File: config.mk
export PLATFORM = sky130hd
export DESIGN_NAME = bus_arbiter
export DESIGN_NICKNAME = d
export VERILOG_FILES = /design/src/rtl/bus_defs_pkg.sv /design/src/rtl/rr_pick.sv /design/src/rtl/bus_arbiter.sv
export SDC_FILE = /design/constraint.sdc
export NUM_CORES = 1
export LEC_CHECK = 0
export CORE_AREA = 2 2 132 134
export DETAILED_ROUTE_END_ITERATION = 10
export DIE_AREA = 0 0 134 136
export PLACE_DENSITY_LB_ADDON = 0.12
export SLEW_MARGIN = 20
export SYNTH_ARGS = -nofsm -noshare
export SYNTH_HDL_FRONTEND = slang
export SYNTH_SLANG_ARGS = --single-unit
export TNS_END_PERCENT = 100
File: constraint.sdc
create_clock -name clk -period 3 [get_ports clk]
set_input_delay 0.9 -clock clk [delete_from_list [all_inputs] [get_ports clk]]
set_output_delay 0.9 -clock clk [all_outputs]
set_load 0.01 [all_outputs]
File: src/rtl/bus_defs_pkg.sv
// Shared definitions for the system bus arbiter: FSM state encoding, size limits
// and one-hot/index conversion helpers.
package bus_defs;

  localparam int DW_DEFAULT = 32;
  localparam int NREQ_MAX   = 8;
  localparam int IDX_W      = $clog2(NREQ_MAX);

  typedef enum logic {
    IDLE = 1'b0,
    BUSY = 1'b1
  } state_t;

  function automatic logic [IDX_W-1:0] onehot_to_idx(input logic [NREQ_MAX-1:0] oh);
    logic [IDX_W-1:0] idx;
    idx = '0;
    for (int i = 0; i < NREQ_MAX; i++) begin
      if (oh[i]) idx = IDX_W'(i);
    end
    return idx;
  endfunction

  function automatic logic [NREQ_MAX-1:0] idx_to_onehot(input logic [IDX_W-1:0] idx);
    logic [NREQ_MAX-1:0] oh;
    oh = '0;
    oh[idx] = 1'b1;
    return oh;
  endfunction

endpackage

File: src/rtl/rr_pick.sv
// Combinational round-robin picker: the first requester found at or after ptr,
// wrapping modulo NREQ, wins.
module rr_pick
  import bus_defs::*;
#(
  parameter int NREQ = 3,
  parameter int PW   = (NREQ > 1) ? $clog2(NREQ) : 1
) (
  input  logic [NREQ-1:0] req,
  input  logic [PW-1:0]   ptr,
  output logic [NREQ-1:0] win,
  output logic            any
);

  logic [PW-1:0] widx;
  logic [PW-1:0] cand;
  logic          found;

  always_comb begin
    widx  = '0;
    cand  = '0;
    found = 1'b0;
    for (int i = 0; i < NREQ; i++) begin
      cand = PW'((int'(ptr) + i) % NREQ);
      if (!found && req[cand]) begin
        widx  = cand;
        found = 1'b1;
      end
    end
  end

  assign any = |req;
  assign win = any ? NREQ'(idx_to_onehot(IDX_W'(widx))) : '0;

endmodule

File: src/rtl/bus_arbiter.sv
// Round-robin arbiter and sequencer for the shared system bus: grants one master,
// holds the latched transfer on the slave side, and returns ack or a timeout error.
module bus_arbiter
  import bus_defs::*;
#(
  parameter int NREQ    = 3,
  parameter int DW      = DW_DEFAULT,
  parameter int TIMEOUT = 16
) (
  input  logic                 clk,
  input  logic                 rst,
  input  logic [NREQ-1:0]      req,
  input  logic [NREQ*DW-1:0]   addr_i,
  input  logic [NREQ*DW-1:0]   wdata_i,
  input  logic [NREQ-1:0]      we_i,
  output logic [NREQ-1:0]      ack,
  output logic                 err,
  output logic [DW-1:0]        rdata,
  output logic [NREQ-1:0]      gnt,
  output logic                 bus_en,
  output logic                 bus_we,
  output logic [DW-1:0]        bus_addr,
  output logic [DW-1:0]        bus_wdata,
  input  logic [DW-1:0]        bus_rdata,
  input  logic                 bus_ready
);

  localparam int PW = (NREQ > 1) ? $clog2(NREQ) : 1;
  localparam int CW = $clog2(TIMEOUT);
  localparam logic [CW-1:0] CNT_MAX = CW'(TIMEOUT - 1);

  state_t         state, state_nxt;
  logic [PW-1:0]  ptr, ptr_nxt;
  logic [CW-1:0]  cnt;
  logic [NREQ-1:0] win;
  logic           any;
  logic           grant, done;
  logic [DW-1:0]  sel_addr, sel_wdata;
  logic           sel_we;
  logic [IDX_W-1:0] gnt_idx;

  rr_pick #(.NREQ(NREQ), .PW(PW)) u_pick (
    .req (req),
    .ptr (ptr),
    .win (win),
    .any (any)
  );

  always_comb begin
    sel_addr  = '0;
    sel_wdata = '0;
    sel_we    = 1'b0;
    for (int k = 0; k < NREQ; k++) begin
      if (win[k]) begin
        sel_addr  = addr_i[k*DW +: DW];
        sel_wdata = wdata_i[k*DW +: DW];
        sel_we    = we_i[k];
      end
    end
  end

  // A transfer ends on slave ready or on the last allowed wait cycle.
  always_comb begin
    state_nxt = state;
    grant     = 1'b0;
    done      = 1'b0;
    case (state)
      IDLE: begin
        if (any) begin
          grant     = 1'b1;
          state_nxt = BUSY;
        end
      end
      BUSY: begin
        if (bus_ready || (cnt == CNT_MAX)) begin
          done      = 1'b1;
          state_nxt = IDLE;
        end
      end
      default: state_nxt = IDLE;
    endcase
  end

  assign gnt_idx = onehot_to_idx(NREQ_MAX'(gnt));
  assign ptr_nxt = (int'(gnt_idx) == NREQ - 1) ? '0 : PW'(int'(gnt_idx) + 1);

  assign bus_en = (state == BUSY);
  assign ack    = done ? gnt : '0;
  assign err    = done & ~bus_ready;
  assign rdata  = (done && bus_ready) ? bus_rdata : '0;

  always_ff @(posedge clk) begin
    if (rst) begin
      state     <= IDLE;
      ptr       <= '0;
      cnt       <= '0;
      gnt       <= '0;
      bus_we    <= 1'b0;
      bus_addr  <= '0;
      bus_wdata <= '0;
    end else begin
      state <= state_nxt;
      if (grant) begin
        gnt       <= win;
        bus_we    <= sel_we;
        bus_addr  <= sel_addr;
        bus_wdata <= sel_wdata;
        cnt       <= '0;
      end else if (done) begin
        gnt <= '0;
        ptr <= ptr_nxt;
      end else if ((state == BUSY) && (cnt != CNT_MAX)) begin
        cnt <= cnt + 1'b1;
      end
    end
  end

endmodule

Yosys cells after proc, flatten, opt, wreduce, memory -nomap -nowiden

Index checks and enable logic that the tools add are counted.

$add $sub $neg: 4
Multipliers: 0
Div/mod/pow operators: 3
Magnitude comparators: 5
Eq/ne operators: 3
Shifts and indexed selects: 0
Mux-type cells: 36
Bitwise gates (word level): 5
Reduce and logical (&&, ||, !) cells: 13

Operator list:

| operator                                                          | number |
|---|---|
| two-way mux 32 bit                                                | 7 |
| modulo 32 x 3 -> 32 bit, second input constant                    | 2 |
| modulo 3 x 3 -> 32 bit, second input constant                     | 1 |
| two-way mux 1 bit                                                 | 15 |
| two-way mux 3 bit                                                 | 4 |
| two-way mux 2 bit                                                 | 5 |
| less-than comparator 2 x 3 -> 1 bit, second input constant        | 3 |
| binary-select mux 1 bit (select 2 bit)                            | 3 |
| logical AND 1 bit                                                 | 5 |
| adder 4 x 1 -> 4 bit, second input constant                       | 1 |
| == test 4 bit, second input constant                              | 1 |
| less-than comparator 2 x 4 -> 1 bit, second input constant        | 1 |
| inequality test 4 bit, second input constant                      | 1 |
| inverter 1 bit                                                    | 4 |
| AND reduction 2 bit                                               | 2 |
| adder 2 x 1 -> 3 bit, second input constant                       | 1 |
| adder 2 x 2 -> 3 bit, second input constant                       | 1 |
| == test 3 bit, second input constant                              | 1 |
| OR reduction 3 bit                                                | 1 |
| adder 2 x 1 -> 2 bit, second input constant                       | 1 |
| demux 1 bit (select 2 bit)                                        | 1 |
| greater-or-equal comparator 2 x 1 -> 1 bit, second input constant | 1 |
| logical NOT 1 bit                                                 | 2 |
| case mux 1 bit (2 select lines)                                   | 1 |
| 4 further kinds                                                   | 4 |

Register bits: 75
Bits in latches: 0
Bits in writable memories: 0
Memory bits (read-only): 0
Word-level logic and storage cells: 76
Memories: 0

Logic depth before layout (Yosys ltp)

Depth in word-level cells: 18
Depth in mapped cells: 10
Depth with buffers taken out: 7

Hierarchy

A second synthesis with hierarchy kept.

Cell total of the unflattened synthesis: 426
Area, all modules: 4,276.6 sq um

Modules (own cells, without submodules):

| module      | times used | cells an instance | area each (sq um) | seq. area each (sq um) |
|---|---|---|---|---|
| bus_arbiter | 1          | 394               | 4,042.6           | 1,501.4 |
| rr_pick     | 1          | 32                | 234.0             | 0.0 |

Worst setup path after synthesis

Ideal clock, no wire load.

Kind: in2out
Start: input port bus_ready
End: output port ack[0]
Arrival: 1,650 ps
Required time: 2,100 ps
Path slack: 450 ps
Stages on the path: 4
Path through: a31oi_1 -> nand2b_1 -> clkbuf_1 -> nor2_1

Word-level cells in the longest chain between the ends: 4

Ends and longest elaborated chain:

| item               | RTL line          | RTL |
|---|---|---|
| start: declaration | bus_arbiter.sv:25 | `input logic bus_ready` |
| logical OR 1 bit   | bus_arbiter.sv:75 | `if (bus_ready \|\| (cnt == CNT_MAX)) begin` |
| two-way mux 1 bit  | bus_arbiter.sv:75 |  |
| two-way mux 1 bit  | bus_arbiter.sv:67 | `case (state)` |
| two-way mux 3 bit  | bus_arbiter.sv:88 | `assign ack = done ? gnt : '0;` |
| end: declaration   | bus_arbiter.sv:16 | `output logic [NREQ-1:0] ack,` |

No other way between the ends.

Worst setup path in the final report

Start: input port bus_rdata[23]
End: output port rdata[23]

Word-level cells in the longest chain between the ends: 1

Ends and longest elaborated chain:

| item               | RTL line          | RTL |
|---|---|---|
| start: declaration | bus_arbiter.sv:24 | `input logic [DW-1:0] bus_rdata,` |
| two-way mux 32 bit | bus_arbiter.sv:90 | `assign rdata = (done && bus_ready) ? bus_rdata : '0;` |
| end: declaration   | bus_arbiter.sv:18 | `output logic [DW-1:0] rdata,` |

No other way between the ends.

==> flow_metrics.env <==
export IMPL_dp_final_hpwl_mm=13.8
export IMPL_final_common_cell="clkdlybuf4s50_1"
export IMPL_slowest_stage="clkdlybuf4s50_1"
export IMPL_final_cell_area_um2=8170
export IMPL_drv_slew=0
export IMPL_end_kind="output port"
export IMPL_ctsHoldBuffers=0
export IMPL_die_h_um=136
export IMPL_drc_errors=0
export IMPL_status="finished clean"
export IMPL_required_ps=2100
export IMPL_max_slew_margin_pct=68.4
export IMPL_combPwrFrac_pct=33.7
export IMPL_fin_ws_ps=41.6
export IMPL_cp_startpoint="bus_rdata[23]"
export IMPL_io_pin_count=338
export IMPL_n_antenna_cell=0
export IMPL_fp_dieW_um=134
export IMPL_clock_sinks=75
export IMPL_synth_warnings=0
export IMPL_start_util_pct=23.9
export IMPL_numCtsBuffers=9
export IMPL_dpl_cell_area_um2=7770
export IMPL_ys_async_sr_fraction_pct=0
export IMPL_r2r_start="ptr[0]$_SDFFE_PP0P_"
export IMPL_path_class="input pin to output port"
export IMPL_holdPathEnd="bus_wdata[18]$_SDFFE_PP0P_"
export IMPL_ys_seq_area_share_pct=37.2
export IMPL_ys_ff_latch=75
export IMPL_drive_gt1_share_pct=11.9
export IMPL_drt_iter0_markers=162
export IMPL_cts_tree="done"
export IMPL_grtUsageTotal_pct=19.5
export IMPL_critPathMaxFanout=1
export IMPL_switching_share_pct=28.4
export IMPL_postRouteAntennaNets=0
export IMPL_syn2layout_area_growth_pct=102
export IMPL_post_route_util_pct=48.4
export IMPL_cap_violations=0
export IMPL_p_leak_uw=0.00327
export IMPL_fin_skew_ps=10.5
export IMPL_whs_path_depth=2
export IMPL_syn_num_nets=719
export IMPL_clock_fmax_mhz=338
export IMPL_drt_total_wl_mm=18.3
export IMPL_setup_viol=0
export IMPL_critical_path_max_stage_delay_ps=540
export IMPL_gp_congestion=0.801
export IMPL_final_cell_mix="clkdlybuf4s50_1 (314), dfxtp_1 (75), nand2_1 (68), o21ai_1 (68), o21ai_0 (65)"
export IMPL_period_share_pct=98.6
export IMPL_critPathLaunchType="input pin"
export IMPL_clockRootBuffer="clkbuf_16"
export IMPL_nFillCells=1584
export IMPL_synth_edf_count=0
export IMPL_rsz0062_at_grt="false"
export IMPL_path_cells="clkdlybuf4s50_1 > and3_1 > clkdlybuf4s50_1"
export IMPL_hold_viol_final=0
export IMPL_internal_power_uw=2430
export IMPL_port_buffers=337
export IMPL_synth_distinct_cells=31
export IMPL_hold_path_class="register to register"
export IMPL_p_per_area_nw_per_um2=416
export IMPL_htree_levels=3
export IMPL_clock_path_buffers=2
export IMPL_worstMarginPinSlew_ps=474
export IMPL_rrSetupSlack_ps=650
export IMPL_worstPathArrival_ps=2060
export IMPL_ir_worst_vdd_uv=243
export IMPL_grt_overflow=0
export IMPL_vias=5035
export IMPL_grt_max_degree=49
export IMPL_post_place_cells=1022
export IMPL_syn_instance_count=483
export IMPL_switching_power_uw=966
export IMPL_grt_pass1_wl_mm=27.8
export IMPL_first_pass_iters=4
export IMPL_reg2reg_to="bus_addr[12]$_SDFFE_PP0P_"
export IMPL_clkLatencyLatePin_ps=340
export IMPL_layout_nets=1045
export IMPL_antenna_found_initial=0
export IMPL_clk_pin_slew_ps=60
export IMPL_grt_pass1_vias=5077
export IMPL_synth_avg_cell_area_um2=8.35
export IMPL_min_from="bus_wdata[18]$_SDFFE_PP0P_"
export IMPL_min_period_ps=2960
export IMPL_place_ws_ps=-309
export IMPL_r2r_worst_path_cells=7
export IMPL_core_area_um2=16900
export IMPL_viasPerCell=4.85
export IMPL_power_share_clock_pct=32.5
export IMPL_wl_per_cell_um=17.6
export IMPL_hold_worst_slack_ps=446
export IMPL_synth_main_ff_cell="dfxtp_1"
export IMPL_crit_path_frequent_cell="clkdlybuf4s50_1"
export IMPL_dieArea_um2=18200
export IMPL_post_cts_buffers=0
export IMPL_power_frac_seq_pct=33.8
export IMPL_syn_area_um2=4030
export IMPL_fin_cells=1039
export IMPL_rows=48
-- kinds of logic after synthesis --
logic type      Yosys count  synth area share, %
xor+xnor                  2                0.434
flops                    75                 37.2
buf+inv                  61                 7.10
fa+ha+maj                 4                 1.21
simple gates            126                 14.3
compound gates          215                 39.7
-- timing repair --
action                                  in CTS  in global routing
gates resized for setup                      8                 20
cloned                                       1                  0
endpoints found under the setup margin      36                 20
-- power by group through the flow --
stage               Sequential [uW]  Combinational (uW)  Clock (uW)
floorplan                      1210                 403           0
global placement               1160                1140           0
detailed placement             1170                1150           0
CTS                            1150                1160        1140
global route                   1160                1240        1180
finish                         1150                1150        1110
-- routing by layer --
layer	up-vias	wire length, um	GRT usage (%)
met2	221	9470	36.2
met1	2317	6810	20.5
li1	2461	-	-
met4	0	566	7.62
met5	-	0	0
met3	36	1490	6.15
-- cell usage after synthesis, types with 2 or more instances --
master	number	area, um^2
clkbuf_1	30	113
a32oi_1	3	26.3
dfxtp_1	75	1500
xor2_1	2	17.5
a221oi_1	25	219
a221oi_2	40	601
nand2_1	68	255
ha_1	3	37.5
o21ai_1	69	345
buf_2	16	80.1
nand3_1	4	20.0
and3_1	33	206
nor3_1	3	15.0
a21oi_1	8	40.0
o21ai_0	65	325
buf_6	5	56.3
inv_1	7	26.3
nor2_1	13	48.8
nand2b_1	2	12.5
-- flip-flops by register name, indices dropped and copies added (netlist names) --
name,flops
ptr,2
cnt,4
bus_en,1
bus_addr,32
gnt,3
bus_we,1
bus_wdata,32
-- cell type report --
type / count / area [um^2] / area share (%)
clock buffers: 10 / 239 / 2.93
clock inverters: 6 / 63.8 / 0.781
inverters: 9 / 33.8 / 0.414
multi-input cells: 347 / 2290 / 28.1
flip-flops and latches: 75 / 1500 / 18.4
well taps: 225 / 282 / 3.45
repair buffers: 367 / 3750 / 46.0
-- how the worst max path moves through the flow --
stage	depth (start not counted)	end	slack [ps]
after CTS	3	rdata[13]	7
after global placement	5	err	-240
after floorplan	4	ack[0]	450
after detailed placement	4	rdata[13]	-310
final	3	rdata[23]	40
after global routing	3	rdata[19]	8
-- stage by stage --
step | power [uW] | setup TNS (ps)
2_1_floorplan | 1610 | 0
3_3_place_gp | 2310 | -8140
3_5_place_dp | 2320 | -9560
4_1_cts | 3450 | 0
5_1_grt | 3580 | 0
6_report | 3400 | 0
-- worst max-delay path, delay by kind of cell --
family                 cells  cell delay (ps)
buffers and inverters      2             1000
AND/OR/NAND/NOR            1              160
Note: power is estimated with default switching activity, not from simulation.
